### config.mk
export PLATFORM = sky130hd
export DESIGN_NAME = posit_batch_engine
export DESIGN_NICKNAME = d
export VERILOG_FILES = /design/src/rtl/posit_batch_pkg.sv /design/src/rtl/pb_word_assembler.sv /design/src/rtl/posit_batch_engine.sv
export SDC_FILE = /design/constraint.sdc
export NUM_CORES = 1
export LEC_CHECK = 0
export CORE_UTILIZATION = 49
export DETAILED_ROUTE_END_ITERATION = 10
export PLACE_DENSITY = 0.87
export SLEW_MARGIN = 20
export SYNTH_ARGS = -nofsm -noshare
export SYNTH_HDL_FRONTEND = slang
export SYNTH_SLANG_ARGS = --single-unit
### constraint.sdc
create_clock -name clk -period 5.4 [get_ports clk]
set_input_delay 1.62 -clock clk [delete_from_list [all_inputs] [get_ports clk]]
set_output_delay 1.62 -clock clk [all_outputs]
set_load 0.005 [all_outputs]
### src/rtl/posit_batch_pkg.sv
// Shared types and sizing constants for the posit batch engine.
package posit_batch_pkg;

  typedef enum logic [2:0] {
    IDLE,
    LOAD,
    ISSUE,
    WAIT,
    STORE,
    DONE
  } state_e;

  localparam int MAX_PAIRS  = 512;
  localparam int PAIR_BYTES = 8;
  localparam int RES_BYTES  = 4;

endpackage

### src/rtl/pb_word_assembler.sv
// Aligns operand-memory bytes to their read latency and packs them little-endian
// into the op_a / op_b words of one operand pair.
module pb_word_assembler #(
  parameter int RD_LAT = 1
) (
  input  logic        clk,
  input  logic        reset_n,
  input  logic        clr_i,
  input  logic        rd_issue_i,
  input  logic [7:0]  rd_data_i,
  output logic        last_o,
  output logic [31:0] word_a_o,
  output logic [31:0] word_b_o
);
  import posit_batch_pkg::*;

  logic [RD_LAT-1:0]              vld_q;
  logic [2:0]                     cnt_q;
  logic [PAIR_BYTES-1:0][7:0]     bytes_q;
  logic                           cap;

  assign cap    = vld_q[RD_LAT-1];
  assign last_o = cap && (cnt_q == 3'(PAIR_BYTES - 1));

  // vld_q tracks which cycles carry a byte that was addressed RD_LAT cycles ago
  always_ff @(posedge clk or negedge reset_n) begin
    if (!reset_n) begin
      vld_q   <= '0;
      cnt_q   <= '0;
      bytes_q <= '0;
    end else if (clr_i) begin
      vld_q <= '0;
      cnt_q <= '0;
    end else begin
      vld_q[0] <= rd_issue_i;
      for (int k = RD_LAT - 1; k > 0; k--) vld_q[k] <= vld_q[k-1];
      if (cap) begin
        bytes_q[cnt_q] <= rd_data_i;
        cnt_q          <= cnt_q + 3'd1;
      end
    end
  end

  for (genvar gi = 0; gi < 4; gi++) begin : g_pack
    assign word_a_o[8*gi +: 8] = bytes_q[gi];
    assign word_b_o[8*gi +: 8] = bytes_q[gi+4];
  end

endmodule

### src/rtl/posit_batch_engine.sv
// Batch sequencer: loads operand pairs, issues them to a posit unit, stores results.
// Define POSIT_BATCH_CHECKSUM_EN to report an XOR checksum of results in status_out.
module posit_batch_engine #(
  parameter int RD_LAT    = 1,
  parameter int MAX_PAIRS = posit_batch_pkg::MAX_PAIRS
) (
  input  logic        clk,
  input  logic        reset_n,
  input  logic        start,
  input  logic        soft_reset,
  input  logic [31:0] pair_count,
  output logic        completed,
  output logic [31:0] status_out,
  output logic [11:0] opm_address,
  output logic        opm_chipselect,
  output logic        opm_clken,
  output logic        opm_write,
  output logic [7:0]  opm_writedata,
  input  logic [7:0]  opm_readdata,
  output logic [11:0] rsm_address,
  output logic        rsm_chipselect,
  output logic        rsm_clken,
  output logic        rsm_write,
  output logic [7:0]  rsm_writedata,
  input  logic [7:0]  rsm_readdata,
  output logic        op_valid,
  input  logic        op_ready,
  output logic [31:0] op_a,
  output logic [31:0] op_b,
  input  logic        res_valid,
  input  logic [31:0] res_data
);
  import posit_batch_pkg::*;

  localparam int CW = $clog2(MAX_PAIRS + 1);

  state_e         state_q, state_d;
  logic           start_q;
  logic [CW-1:0]  n_q, n_d, i_q, i_d, n_start;
  logic [3:0]     cnt_q, cnt_d;
  logic [31:0]    res_q, res_d;
  logic           clken_q;
  logic           accept, last_byte, store_last;
  logic           unused_rsm;

  assign unused_rsm = ^rsm_readdata;
  assign accept     = (state_q == IDLE || state_q == DONE) && start && !start_q;
  assign store_last = (state_q == STORE) && (cnt_q == 4'(RES_BYTES - 1));
  assign n_start    = (pair_count > 32'(MAX_PAIRS)) ? CW'(MAX_PAIRS) : pair_count[CW-1:0];

  always_comb begin
    state_d = state_q;
    n_d     = n_q;
    i_d     = i_q;
    cnt_d   = cnt_q;
    res_d   = res_q;
    case (state_q)
      IDLE, DONE: begin
        if (accept) begin
          n_d     = n_start;
          i_d     = '0;
          cnt_d   = '0;
          state_d = (n_start == '0) ? DONE : LOAD;
        end
      end
      LOAD: begin
        if (cnt_q < 4'(PAIR_BYTES)) cnt_d = cnt_q + 4'd1;
        if (last_byte) begin
          cnt_d   = '0;
          state_d = ISSUE;
        end
      end
      ISSUE: if (op_ready) state_d = WAIT;
      WAIT: begin
        if (res_valid) begin
          res_d   = res_data;
          state_d = STORE;
        end
      end
      STORE: begin
        cnt_d = cnt_q + 4'd1;
        if (store_last) begin
          cnt_d   = '0;
          i_d     = i_q + CW'(1);
          state_d = ((i_q + CW'(1)) < n_q) ? LOAD : DONE;
        end
      end
      default: state_d = IDLE;
    endcase
    // soft_reset overrides everything, including a start edge in the same cycle
    if (soft_reset) begin
      state_d = IDLE;
      i_d     = '0;
      cnt_d   = '0;
    end
  end

  always_ff @(posedge clk or negedge reset_n) begin
    if (!reset_n) begin
      state_q <= IDLE;
      start_q <= 1'b0;
      n_q     <= '0;
      i_q     <= '0;
      cnt_q   <= '0;
      res_q   <= '0;
      clken_q <= 1'b0;
    end else begin
      state_q <= state_d;
      start_q <= start;
      n_q     <= n_d;
      i_q     <= i_d;
      cnt_q   <= cnt_d;
      res_q   <= res_d;
      clken_q <= 1'b1;
    end
  end

  pb_word_assembler #(.RD_LAT(RD_LAT)) u_asm (
    .clk        (clk),
    .reset_n    (reset_n),
    .clr_i      (soft_reset),
    .rd_issue_i (opm_chipselect),
    .rd_data_i  (opm_readdata),
    .last_o     (last_byte),
    .word_a_o   (op_a),
    .word_b_o   (op_b)
  );

  assign opm_chipselect = (state_q == LOAD) && (cnt_q < 4'(PAIR_BYTES));
  assign opm_write      = 1'b0;
  assign opm_writedata  = 8'h00;
  assign opm_address    = 12'({i_q, 3'b000}) + 12'(cnt_q);
  assign opm_clken      = clken_q;

  assign rsm_chipselect = (state_q == STORE);
  assign rsm_write      = (state_q == STORE);
  assign rsm_address    = 12'({i_q, 2'b00}) + 12'(cnt_q);
  assign rsm_writedata  = res_q[{cnt_q[1:0], 3'b000} +: 8];
  assign rsm_clken      = clken_q;

  assign op_valid  = (state_q == ISSUE);
  assign completed = (state_q == DONE);

`ifdef POSIT_BATCH_CHECKSUM_EN
  logic [31:0] csum_q, csum_d;

  always_comb begin
    csum_d = csum_q;
    if (accept)     csum_d = '0;
    if (store_last) csum_d = csum_q ^ res_q;
    if (soft_reset) csum_d = '0;
  end

  always_ff @(posedge clk or negedge reset_n) begin
    if (!reset_n) csum_q <= '0;
    else          csum_q <= csum_d;
  end

  assign status_out = csum_q;
`else
  assign status_out = 32'(i_q);
`endif

endmodule
* Word level (Yosys, flattened, before mapping)
Cells that the tools add are included.
** Cells by class
- $add $sub $neg :: 5
- Magnitude comparators :: 5
- Equality and inequality tests :: 13
- Shifts and indexed selects :: 1
- Mux-type cells :: 26
- Bitwise gates (word level) :: 1
- Reductions and logical operators :: 20
** Operator list (count)
- bitwise mux 64 bit :: 1
- two-way mux 10 bit :: 4
- greater-than comparator 32 x 10 -> 1 bit (second input constant) :: 1
- indexed part select 32 x 6 -> 8 bit :: 1
- two-way mux 3 bit :: 10
- adder 12 x 4 -> 12 bit :: 2
- demux 8 bit (select 3 bit) :: 1
- two-way mux 4 bit :: 5
- one-hot mux 10 bit (2 select lines) :: 1
- one-hot mux 3 bit (5 select lines) :: 1
- one-hot mux 4 bit (3 select lines) :: 1
- adder 10 x 1 -> 10 bit (second input constant) :: 1
- zero test 10 bit :: 1
- < comparator 10 bit :: 1
- == test 3 bit (second input constant) :: 3
- != test 3 bit (second input constant) :: 3
- two-way mux 8 bit :: 1
- == test 3 x 2 -> 1 bit (second input constant) :: 2
- logical AND 1 bit :: 6
- != test 3 x 2 -> 1 bit (second input constant) :: 2
- AND reduction 2 bit :: 3
- AND reduction 3 bit :: 2
- AND reduction 5 bit :: 1
- adder 4 x 1 -> 4 bit (second input constant) :: 1
- 16 further kinds :: 16
** Storage, ports and cells
- Flip-flop bits (word level) :: 129
- Input port bits :: 86
- Output and inout bits :: 144
- Word-level logic and storage cells :: 88

* Depth between registers and ports, before layout
Gate-level depths: netlist of the first run.
- Depth in word-level cells :: 7
- Mapped depth :: 13
- Depth with buffers taken out :: 11

* Cells and area by module
A second synthesis of the first run with hierarchy kept.
** Second synthesis, totals
- Cell total of the unflattened synthesis :: 520
- Area, all modules :: 6436.2 sq um
** By module, submodules not included
- posit_batch_engine :: instances 1, cells an instance 361, area an instance 3774.9 sq um, sequential area each 1526.5 sq um
- pb_word_assembler :: instances 1, cells an instance 159, area an instance 2661.3 sq um, sequential area each 1701.6 sq um

* Worst setup path before layout of the first run
No wires, ideal clock.
- Path type :: reg-to-output
- From :: register i_q[0]
- To :: output rsm_address[10]
- Arrival :: 1.457 ns
- Required time :: 3.780 ns
- Setup slack :: 2.323 ns
- Cell stages (with the launch flop) :: 6
- Buffers on the path :: 0
- Cell sequence :: dfrtp_1 ha_1 inv_1 fa_1 nand2b_1 xnor2_1
** Between the ends
- Cells in the longest elaborated chain, start to end :: 1
** RTL lines
- from (decl) :: RTL line posit_batch_engine.sv:39 : logic [CW-1:0] n_q, n_d, i_q, i_d, n_start;
- from (signal assigned) :: RTL line posit_batch_engine.sv:111 : i_q <= i_d;
- adder 12 x 4 -> 12 bit :: RTL line posit_batch_engine.sv:137 : assign rsm_address = 12'({i_q, 2'b00}) + 12'(cnt_q);
- to (decl) :: RTL line posit_batch_engine.sv:20 : output logic [11:0] rsm_address,
Every way passes these cells.

* Final worst setup path of the first run
Ends and elaborated chain as after synthesis.

==> results of run 1 <==
[worst paths after layout]
kind | from | to | slack, ps | cells after the start
max reg2reg | i_q[2] | state_q[2] | 2470 | 11
max in group asynchronous | reset_n | u_asm.word_a_o[19] | 3070 | 2
min reg2reg | res_q[18] | res_q[18] | 500 | 1
max | i_q[0] | rsm_address[10] | 1220 | 6
min | res_q[18] | res_q[18] | 500 | 1
min in group asynchronous | reset_n | res_q[7] | 1320 | 1
[area by class of cell]
| type | count | area, um^2 |
|---|---|---|
| sequential | 129 | 3230 |
| tap | 172 | 215 |
| fill | 866 | 3800 |
| clock inverter | 13 | 164 |
| multi-input combinational | 344 | 2830 |
| clock buffer | 18 | 439 |
| timing repair buffer | 193 | 1920 |
| inverter | 19 | 71.3 |
[state kept, by name (all words and copies together), names as in the netlist]
register and count:
u_asm.cnt_q 3, u_asm.word_b_o 32, i_q 10, n_q 10, u_asm.cap 1, cnt_q 4, start_q 1, opm_clken 1
res_q 32, u_asm.word_a_o 32, state_q 3
[placed cells by master, fill, tap and decap left out, types with 4 or more instances in the layout]
cell type,count
mux4_2,8
a22o_1,8
inv_1,19
conb_1,32
buf_4,4
xnor2_1,17
mux2_2,97
nor2_1,20
o21ai_0,16
clkdlybuf4s50_1,189
nand2_1,34
nor4_1,6
o31ai_1,5
ha_1,17
nand2b_1,6
dfrtp_1,129
nand3b_1,4
a21o_1,4
clkbuf_16,17
clkinvlp_4,5
xor2_1,9
and3_1,4
nand4_1,4
nand3_1,11
[per-stage QoR]
stage	hold slack (ps)	std cells	worst slack, ps	instance area (um^2)	power [mW]
after global placement	472	857	1480	8260	2.08
after global routing	519	888	1090	8870	3.43
final	503	888	1220	8870	3.28
after CTS	501	888	1190	8870	3.30
after floorplan	450	553	2320	6510	1.72
after detailed placement	488	857	1410	8260	2.12
[synth_stat cells, drive strengths merged (8+ instances only)]
library cell,number,area share
dfrtp,129,0.50
xor2,9,0.012
xnor2,17,0.023
mux4,8,0.028
a22o,8,0.011
buf,48,0.052
nand3,11,0.0086
mux2,97,0.17
nand2,34,0.020
inv,19,0.011
clkbuf,13,0.0076
nor2,20,0.012
o21ai,16,0.013
ha,17,0.033
[metal layers]
metal  global-route usage  vias up  wire, um
li1                     -     2147         -
met4               0.0761        0       197
met5                    0        -         0
met2                0.412      195      7780
met3               0.0929       19      1160
met1                0.275     2300      6070
[worst register-to-register path, cell delays in order, from the launching register on]
cell and delay [ps]:
dfrtp_1 580, and3_1 380, nand3_1 220, nor2_1 170, xnor2_1 160, inv_1 80
ha_1 300, a21o_1 170, a21o_1 170, a21oi_1 160, o22ai_1 110, a221o_1 310
[cell families (layout without fill, tap and decap cells)]
kind of cell / count (synthesis) / after routing / synth area share
DFF: 129 / 129 / 0.505
and+or+nand+nor: 109 / 109 / 0.0882
muxes: 107 / 107 / 0.202
buffers and inverters: 80 / 243 / 0.0708
AOI/OAI and AO/OA: 52 / 52 / 0.0609
xor gates and xnor gates: 26 / 26 / 0.0356
adders and majority gates: 18 / 18 / 0.0364
other: 2 / 32 / 0.00117
[power by group through the flow]
stage	Combinational, mW	Sequential, mW	Clock, mW
global route	0.872	1.34	1.21
detailed placement	0.798	1.33	0
finish	0.805	1.32	1.16
CTS	0.810	1.31	1.18
global placement	0.773	1.31	0
floorplan	0.465	1.26	0
==> qor.yml, run 1 <==
status: "complete, no violations"
drv_slew: 0
syn_area_um2: 6390
dp_hpwl_um: 10900
pin_count: 230
post-route-util: 0.700
initial_core_util: 0.505
period_needed_ps: 4180
crit_buf_inv: 2
avgViaCountPerCell: 5.25
grt_pass1_vias: 4873
first_pass_iters: 4
p_sw_frac: 0.263
seqPwrFrac: 0.401
worstPathCellList: "ha_1, inv_1, fa_1, nand2b_1, xnor2_1, clkdlybuf4s50_1"
rows: 41
setup_viol: 0
antenna_left: 0
cp.arrival_ps: 2560
max_stage_delay_ps: 540
drt_iter0_markers: 186
drv_cap: 0
synth_flop_cell: "dfrtp_1"
synth.distinct_cells: 49
fmax_ghz: 0.239
die_w_um: 116
p_sw_uw: 863
hold_viol_final: 0
routed_wl_um: 15200
synth-seq-area-share: 0.505
antenna_cells: 0
slew_headroom: 0.421
required_ps: 3780
layout-drive-gt1-share: 0.204
post-cts-setup-buffers: 0
rsz0062_at_grt: "false"
numCtsBuffers: 17
crit_type: "flop to output port"
path_clk_slew_ps: 60
syn-instance-count: 523
async_flop_share: 1.00
cts_resized: 0
critPathCaptureType: "output port"
nNetsFinal: 808
die-area_um2: 13500
crit_fanout: 10
ir_drop_v: 0.000281
avgSynthCellArea_um2: 12.2
cp-start-kind: "flop"
clk_latency_ps: 420
syn2layout_area_growth_pct: 38.7
ys_ff_latch: 129
grt_pass1_wl_um: 24500
htree_levels: 4
cts.sinks: 129
gp_congestion: 0.795
tightest_slew_ps: 868
drc: 0
cts_root_buffer: "clkbuf_16"
total_leakage_power_nw: 3.97
fin_tns_setup_ps: 0
grt_max_degree: 71
cpLargestDelayFamily: "adder cells"
worst_path_max_delay_cell: "dfrtp_1"
p_comb_frac: 0.245
clock_skew_ps: 7.75
routedWlPerCell_um: 17.1
die_y_um: 116
intPower_mw: 2.42
cts_tree: "done"
hold_path.class: "flop to flop"
via_count: 4661
cts.hold.buffers_added: 0
antenna_found_initial: 0
overflow: 0
post-route-period-util: 0.773
pwr-share-clk: 0.354
synth-edff-count: 0
coreArea_um2: 12700
synth_warnings: 0
clk_path_buf_depth: 2
track_usage: 0.240
numPortBuffers: 190
power.density_nw_per_um2: 370
Note: power is estimated with default switching activity, not from simulation.
==> inputs of run 2 (changes only) <==
--- a/config.mk
+++ b/config.mk
@@ -5,9 +5,9 @@
 export SDC_FILE = /design/constraint.sdc
 export NUM_CORES = 1
 export LEC_CHECK = 0
-export CORE_UTILIZATION = 49
+export CORE_UTILIZATION = 41
 export DETAILED_ROUTE_END_ITERATION = 10
-export PLACE_DENSITY = 0.87
+export PLACE_DENSITY = 0.77
 export SLEW_MARGIN = 20
 export SYNTH_ARGS = -nofsm -noshare
 export SYNTH_HDL_FRONTEND = slang
==> constraint.sdc (replaced) <==
create_clock -name clk -period 3.6 [get_ports clk]
set_input_delay 1.08 -clock clk [delete_from_list [all_inputs] [get_ports clk]]
set_output_delay 1.08 -clock clk [all_outputs]
set_load 0.005 [all_outputs]
==> run 2 against run 1 <==
Sequential cell count did not move. Hold slack got worse by 16 ps. Non-clock buffer count rose by 10. Sequential power rose by 48%. Sequential share of layout area fell by 0.30 points.
==> qor.yml, run 2 (synthesized netlist as in run 1, its figures left out) <==
worstHoldStart: "n_q[9]"
most-common-layout-cells: "clkdlybuf4s50_1, dfrtp_1, mux2_2, nand2_1, conb_1"
clock_skew_ps: 5.06  # -2.68 ps
rsz0062_at_grt: "false"
crit_fanout: 11  # +1
slew_headroom: 0.611  # +0.189
cts.sinks: 129  # unchanged
nNetsFinal: 818  # +1.2%
antenna_cells: 0  # unchanged
numCtsBuffers: 17  # unchanged
antenna_left: 0  # unchanged
antenna_found_initial: 0  # unchanged
crit-reg2reg-launch: "i_q[2]"
cts_root_buffer: "clkbuf_16"
place_ws_ps: 437  # -977 ps
overflow: 0  # unchanged
hold_viol_final: 0  # unchanged
die_w_um: 127  # +9.2%
finalWorstSetupSlack_ps: 206  # -1020 ps
cts_tree: "done"
drv_slew: 0  # unchanged
htree_levels: 4  # unchanged
total_leakage_power_nw: 4.02  # +1.3%
syn2layout_area_growth_pct: 40.2
cts.hold.buffers_added: 0  # unchanged
initial_core_util: 0.421  # -0.0840
hold_path.class: "flop to flop"
tightest_slew_ps: 584  # -284 ps
dp_hpwl_um: 11100  # +1.5%
critPathCaptureType: "output port"
grt_pass1_vias: 4920  # +0.96%
cp-start-kind: "flop"
path_clk_slew_ps: 50  # about the same
avgViaCountPerCell: 5.09  # -2.9%
fmax_ghz: 0.295
routedWlPerCell_um: 16.5  # -3.7%
drv_cap: 0  # unchanged
finish.instance_area_um2: 8960  # +1.1%
grt_pass1_wl_um: 24700  # +0.96%
routed_wl_um: 15100  # -0.83%
cp.arrival_ps: 2310  # -250 ps
coreArea_um2: 15200  # +20%
clk_path_buf_depth: 2  # unchanged
via_count: 4656  # -0.11%
die_y_um: 127  # +9.2%
clk_latency_ps: 400  # -20 ps
required_ps: 2520  # -1260 ps
drt_iter0_markers: 138  # -26%
power.density_nw_per_um2: 542  # +46%
layout_commonest_cell: "clkdlybuf4s50_1"
numPortBuffers: 190  # unchanged
pin_count: 230  # unchanged
post-route-util: 0.590  # -0.110
ir_drop_v: 0.000360  # +28%
rows: 45  # +9.8%
track_usage: 0.197  # -0.0427
period_needed_ps: 3390
crit_type: "flop to output port"
placed_cell_area_um2: 8360  # +1.2%
fill_cells: 1234  # +42%
die-area_um2: 16100  # +19%
critPathLaunch: "i_q[1]"
grt_max_degree: 58  # -18%
fin_tns_setup_ps: 0  # unchanged
gp_congestion: 0.822  # +3.4%
layout-drive-gt1-share: 0.215  # +0.0110
first_pass_iters: 6  # +2
setup_viol: 0  # unchanged
status: "complete, no violations"
post-route-period-util: 0.943
drc: 0  # unchanged
[run 2: what timing repair did]
item | 4_1_cts | 5_1_grt
buffers inserted | 0 | 1
endpoints found under the setup margin | 1 | 7
resized for setup | 1 | 5
[run 2: metrics by stage]
step	cells	hold WS [ps]	power, mW
floorplan	553	450	2.58
CTS	913	492	4.92
finish	914	487	4.86
global placement	882	472	3.14
global route	914	523	5.11
detailed placement	882	480	3.20
[run 2: final cells by class]
class | count | area [um^2] | share of cell area
clock buffer | 27 | 513 | 0.0572
clock inverter | 4 | 72.6 | 0.00810
inverter | 19 | 71.3 | 0.00796
multi-input combinational | 344 | 2830 | 0.315
sequential | 129 | 3240 | 0.361
tap | 188 | 235 | 0.0262
timing repair buffer | 203 | 2010 | 0.224
[run 2: path summary, 6_finish.rpt]
kind	to	slack (ps)	cells past startpoint
max	rsm_address[10]	210	5
min in group asynchronous	u_asm.word_a_o[26]	660	1
max in group asynchronous	res_q[28]	2130	2
max reg2reg	state_q[2]	860	11
min	n_q[9]	490	2
min reg2reg	n_q[9]	490	2
[run 2: per-layer routing]
layer | GRT usage | share of wire | up-vias
li1 | - | - | 2164
met5 | 0 | 0 | -
met3 | 0.0877 | 0.082 | 10
met4 | 0.0581 | 0.0086 | 0
met2 | 0.338 | 0.51 | 172
met1 | 0.221 | 0.40 | 2310
[run 2: where the power goes]
part	internal, mW	switching, mW
registers	1.74	0.211
clock network	1.11	0.580
logic	0.805	0.414
total	3.65	1.20
[run 2: critical path: stages (launching register included)]
cell             delay (ps)
dfrtp_2                 480
inv_1                   100
fa_1                    500
nand2b_1                190
xnor2_1                 130
clkdlybuf4s50_1         510
==> variant 1: new RTL, flow settings as in run 2 <==
`n_q`, `i_q` and `res_q` no longer have a reset.
--- a/src/rtl/posit_batch_engine.sv
+++ b/src/rtl/posit_batch_engine.sv
@@ -100,18 +100,18 @@
       state_q <= IDLE;
       start_q <= 1'b0;
-      n_q     <= '0;
-      i_q     <= '0;
       cnt_q   <= '0;
-      res_q   <= '0;
       clken_q <= 1'b0;
     end else begin
       state_q <= state_d;
       start_q <= start;
-      n_q     <= n_d;
-      i_q     <= i_d;
       cnt_q   <= cnt_d;
-      res_q   <= res_d;
       clken_q <= 1'b1;
     end
+  end
+
+  always_ff @(posedge clk) begin
+    n_q   <= n_d;
+    i_q   <= i_d;
+    res_q <= res_d;
   end
 
Check against the original RTL: no difference found for any inputs over 10 cycles, from zero or initial values and one cycle with reset_n low; that may be too few to reach the edited logic, so the function may still have changed.
==> variant 1 against run 2 <==
  * Fmax fell by 2.1%
  * Synthesized area fell by 2.8%
  * Cell count fell by 2.8%
  * Setup slack got worse by 72 ps
  * First-iteration DRC count rose by 25%
  * Count of clock-buffer cells in the layout fell by 9
  * Total power fell by 14%
  * Combinational power fell by 30%
  * Design area fell by 2.8%
  * Sequential cell count did not move
  * Highest routed layer unchanged
  * Synthesized cell count fell by 4.8%
  * Wire length fell by 4.5%
==> variant 1: results (changes against run 2) <==
Cells and area
  – Layout net count: 795 (was 818)
  – Final Non-Filler Cells: 888 (was 914)
  – Layout cell share with drive strength beyond 1: 0.116 (was 0.215)

Timing
  – Actual slew at the worst max-slew pin: 959 ps (was 584 ps)
  – Fin Hold WS: 485 ps (was 487 ps)
  – Layout Skew: 6.53 ps (was 5.06 ps)

GRT
  – Met2 GRT Util: 0.341 (was 0.338)
  – Met1 usage: 0.214 (was 0.221)
  – Met3 usage in global routing: 0.0501 (was 0.0877)
  – Pin count of the biggest net entering global routing: 78 (was 58)
  – Vias in the first global route: 4650 (was 4920)
  – First-pass GRT wire length: 23.2 mm (was 24.7 mm)
  – Total global-route track usage: 0.192 (was 0.197)

Detailed routing
  – Via count: 4476 (was 4656)
  – DR pass1 iterations: 9 (was 6)
  – Initial DRC Count: 173 (was 138)

Logic synthesis
  – Mapped Cells: 498 (was 523)
  – Yosys warns: 0 (unchanged)
  – Distinct cells, synth: 56 (was 49)
  – Share of flip-flops with an asynchronous set or reset: 0.597 (was 1.00)
  – Top cells by area, synth: dfrtp_1 31%, edfxtp_1 20%, mux2_1 8.7% (was dfrtp_1 50%, mux2_2 17%, buf_4 4.5%)
  – Commonest cells in the netlist: 77 x dfrtp_1, 48 x mux2_1, 43 x buf_4 (was 129 x dfrtp_1, 97 x mux2_2, 38 x buf_4)
  – Post-synth EDFFs: 42 (was 0)

Place
  – Area after DPL: 8160 sq um (was 8360 sq um)
  – GP Congestion: 0.802 (was 0.822)
  – Number of port buffers: 190 (unchanged)
  – Minimum setup slack after placement: 376 ps (was 437 ps)
  – Hpwl dp: 10.6 mm (was 11.1 mm)

Pwr
  – Peak VDD IR: 0.378 mV (was 0.360 mV)
  – P_leak: 3.75 nW (was 4.02 nW)
  – Sw power: 1.12 mW (was 1.20 mW)

Critical path
  – R2r setup slk: 790 ps (was 860 ps)
  – Reg-to-Reg End: i_q[8]$_SDFFE_PP0P_ (was state_q[2]$_DFFE_PN0P_)
  – CP peak stage delay: 530 ps (was 510 ps)
  – Critical path launch point: cnt_q[2]$_DFFE_PN0P_ (was i_q[1]$_DFFE_PN0P_)
  – Worst endpoint data arrival time: 2390 ps (was 2310 ps)
  – Reg-to-Reg Start: cnt_q[0]$_DFFE_PN0P_ (was i_q[2]$_DFFE_PN0P_)
  – Worst Path Max Fanout: 6 (was 11)
  – R2r worst-path depth: 7 (was 11)

CTS
  – CTS clk-pin slew, worst paths: 60 ps

Hold path
  – Hold Path Cell Cnt: 1 (was 2)
  – Hold Crit Endpoint: u_asm.word_a_o[29]$_DFFE_PN0P_ (was n_q[9]$_DFFE_PN0P_)
  – Start point of the worst hold path: u_asm.word_a_o[29]$_DFFE_PN0P_ (was n_q[9]$_DFFE_PN0P_)

Outcome
  – Status: completed (unchanged)
-- variant 1: power groups by stage --
stage               Combinational [mW]  Sequential, mW  Clock [mW]
global route                     0.923            1.78        1.64
global placement                 0.822            1.78           0
finish                           0.849            1.76        1.55
floorplan                        0.452            1.73           0
CTS                              0.857            1.76        1.57
detailed placement               0.850            1.79           0
-- variant 1: final cells by class --
type | instances | area (sq um)
Inverter | 20 | 75.1
Clock inverter | 14 | 108
Fill cell | 1150 | 5930
Multi-Input combinational cell | 321 | 2490
Sequential cell | 129 | 3390
Clock buffer | 18 | 429
Timing Repair Buffer | 202 | 1990
Tap cell | 184 | 230
-- variant 1: cells by family (layout without fill, tap and decap cells) --
family | count (synthesis) | count (layout) | synth area share
DFF | 129 | 129 | 0.545
and+or+nand+nor | 124 | 124 | 0.110
buffers and inverters | 78 | 254 | 0.0745
muxes | 76 | 76 | 0.151
AOI/OAI and AO/OA | 47 | 47 | 0.0467
xor gates and xnor gates | 24 | 24 | 0.0338
adders and majority gates | 18 | 18 | 0.0374
other | 2 | 32 | 0.00121
-- variant 1: how the worst max path moves through the flow --
stage	cells after the start	slack, ps	to
6_report	6	130	rsm_address[8]
5_1_grt	6	10	rsm_address[8]
4_1_cts	6	20	rsm_address[8]
3_5_place_dp	6	380	rsm_address[8]
3_3_place_gp	6	430	rsm_address[8]
2_1_floorplan	2	660	res_q[0]$_DFFE_PP_
-- variant 1: layer usage --
layer | share of wire | vias to the layer above | wire length (um)
met1 | 0.41 | 2211 | 5860
met3 | 0.050 | 25 | 718
met4 | 0.023 | 0 | 331
met5 | 0 | - | 0
met2 | 0.52 | 157 | 7500
li1 | - | 2083 | -
-- variant 1: what timing repair did --
action	CTS	global route
hold buffers	0	0
endpoints found under the setup margin	2	2
resized for setup	3	2
endpoints found under the hold margin	0	0
==> variant 2: new RTL, config.mk and constraints of run 2 <==
Without the edit above. Build with the macro `POSIT_BATCH_CHECKSUM_EN` defined.
--- a/src/rtl/posit_batch_engine.sv
+++ b/src/rtl/posit_batch_engine.sv
@@ -1,4 +1,6 @@
 // Batch sequencer: loads operand pairs, issues them to a posit unit, stores results.
 // Define POSIT_BATCH_CHECKSUM_EN to report an XOR checksum of results in status_out.
+`define POSIT_BATCH_CHECKSUM_EN
+
 module posit_batch_engine #(
   parameter int RD_LAT    = 1,
Behaviour: no difference found for any inputs over 10 cycles, from zero or initial values and one cycle with reset_n low; that may be too few to reach the edited logic, so the function may still have changed.
==> variant 2 against run 2 <==
  * Sequential cell count up 32
  * Design area rose by 19%
  * Cell count increased by 22%
  * Setup slack got worse by 80 ps
  * Total power is 13% higher
  * Clock power up 5%
  * Combinational power is 8% higher
  * Die area grew 21%
  * Clock skew grew 7.4 ps
  * Fmax is 2.3% lower
  * Non-clock buffer count up 25
  * Synthesized area grew 21%
  * Wire length rose by 34%
==> variant 2: results (changes against run 2) <==
Outcome
  – Status: completed (unchanged)

Place
  – Number of port buffers: 212 (was 190)
  – Placed insts: 1085 (was 882)
  – GP Congestion: 0.853 (was 0.822)
  – Area after DPL: 10100 sq um (was 8360 sq um)
  – Minimum setup slack after placement: 385 ps (was 437 ps)
  – Hpwl dp: 13.9 mm (was 11.1 mm)

CTS
  – Worst-skew pair later-pin latency: 420 ps (was 400 ps)

Logic synthesis
  – Mux contribution to synthesized area: 0.166 (was 0.202)
  – Xor-xnor portion of the synthesized cell area: 0.0271 (was 0.0356)
  – Top cells by area, synth: dfrtp_1 52%, mux2_2 14%, nand3b_1 3.8% (was dfrtp_1 50%, mux2_2 17%, buf_4 4.5%)
  – Synth Area in Compound Gates: 0.0888 (was 0.0608)
  – Yosys warns: 0 (unchanged)
  – Sequential share of the synthesized area: 0.519 (was 0.505)
  – Mapped Cells: 679 (was 523)
  – Distinct cells, synth: 50 (was 49)
  – Post-Synth Adder-Cell Area: 0.0300 (was 0.0364)

GRT
  – Met3 usage in global routing: 0.0709 (was 0.0877)
  – Pin count of the biggest net entering global routing: 80 (was 58)
  – Met1 usage: 0.271 (was 0.221)
  – First-pass GRT wire length: 32.5 mm (was 24.7 mm)
  – Total global-route track usage: 0.213 (was 0.197)

Detailed routing
  – Met1 WL: 8.51 mm (was 6.07 mm)
  – Initial DRC Count: 256 (was 138)
  – WL met3: 1.59 mm (was 1.24 mm)
  – Per-cell routed wire length: 18.0 um (was 16.5 um)
  – Via count: 6002 (was 4656)
  – Routed length on met2: 9.86 mm (was 7.65 mm)
  – Vias per cell: 5.36 (was 5.09)

Critical path
  – CP peak stage delay: 510 ps (about the same)
  – Worst endpoint data arrival time: 2390 ps (was 2310 ps)
  – Worst Path Max Fanout: 4 (was 11)

Cells and area
  – Layout cell share with drive strength beyond 1: 0.190 (was 0.215)
  – Layout net count: 982 (was 818)

Timing
  – Actual slew at the worst max-slew pin: 802 ps (was 584 ps)
  – Fin Setup TNS: 0 ps (unchanged)
  – Layout Skew: 12.5 ps (was 5.06 ps)

Pwr
  – Peak VDD IR: 0.488 mV (was 0.360 mV)
  – P_leak: 4.66 nW (was 4.02 nW)
[variant 2: layout make-up]
cell class                      count  area (sq um)
Multi-Input combinational cell    454          3440
Clock buffer                       19           443
Tap cell                          229           287
Sequential cell                   161          4030
Fill cell                        1531          7620
Timing Repair Buffer              228          2260
Clock inverter                     12           126
Inverter                           16          60.1
[variant 2: cells by family after synthesis]
group	count (synthesis)
buffers and inverters	72
other	2
xor gates and xnor gates	24
adders and majority gates	18
DFF	161
muxes	107
and+or+nand+nor	178
AOI/OAI and AO/OA	117
[variant 2: timing repair]
action                                  in CTS  in global routing
gates resized for setup                      3                  2
endpoints found under the setup margin       1                  2
setup buffers                                0                  3
[variant 2: worst max-delay path: cells and delay by family, from the launching register on]
| family | cells | cell delay (ps) |
|---|---|---|
| xor+xnor | 1 | 160 |
| buf+inv | 2 | 560 |
| flops | 1 | 390 |
| simple gates | 2 | 270 |
| fa+ha+maj | 2 | 600 |
[variant 2: final timing paths]
path	startpoint	to	slack, ps	depth (start not counted)
worst min register to register	u_asm.word_a_o[11]$_DFFE_PN0P_	u_asm.word_a_o[11]$_DFFE_PN0P_	500	1
worst max-delay path	i_q[0]$_DFFE_PN0P_	rsm_address[8]	130	7
worst max register to register	cnt_q[0]$_DFFE_PN0P_	status_out[16]$_DFFE_PN0P_	690	7
max in group asynchronous	reset_n	res_q[23]$_DFFE_PN0P_	2160	2
worst min-delay path	u_asm.word_a_o[11]$_DFFE_PN0P_	u_asm.word_a_o[11]$_DFFE_PN0P_	500	1
min in group asynchronous	reset_n	n_q[7]$_DFFE_PN0P_	610	1
[variant 2: where the power goes]
part	internal [mW]	switching, mW	total, mW
sequential	2.08	0.300	2.38
combinational	0.798	0.525	1.32
clock	0.987	0.782	1.77
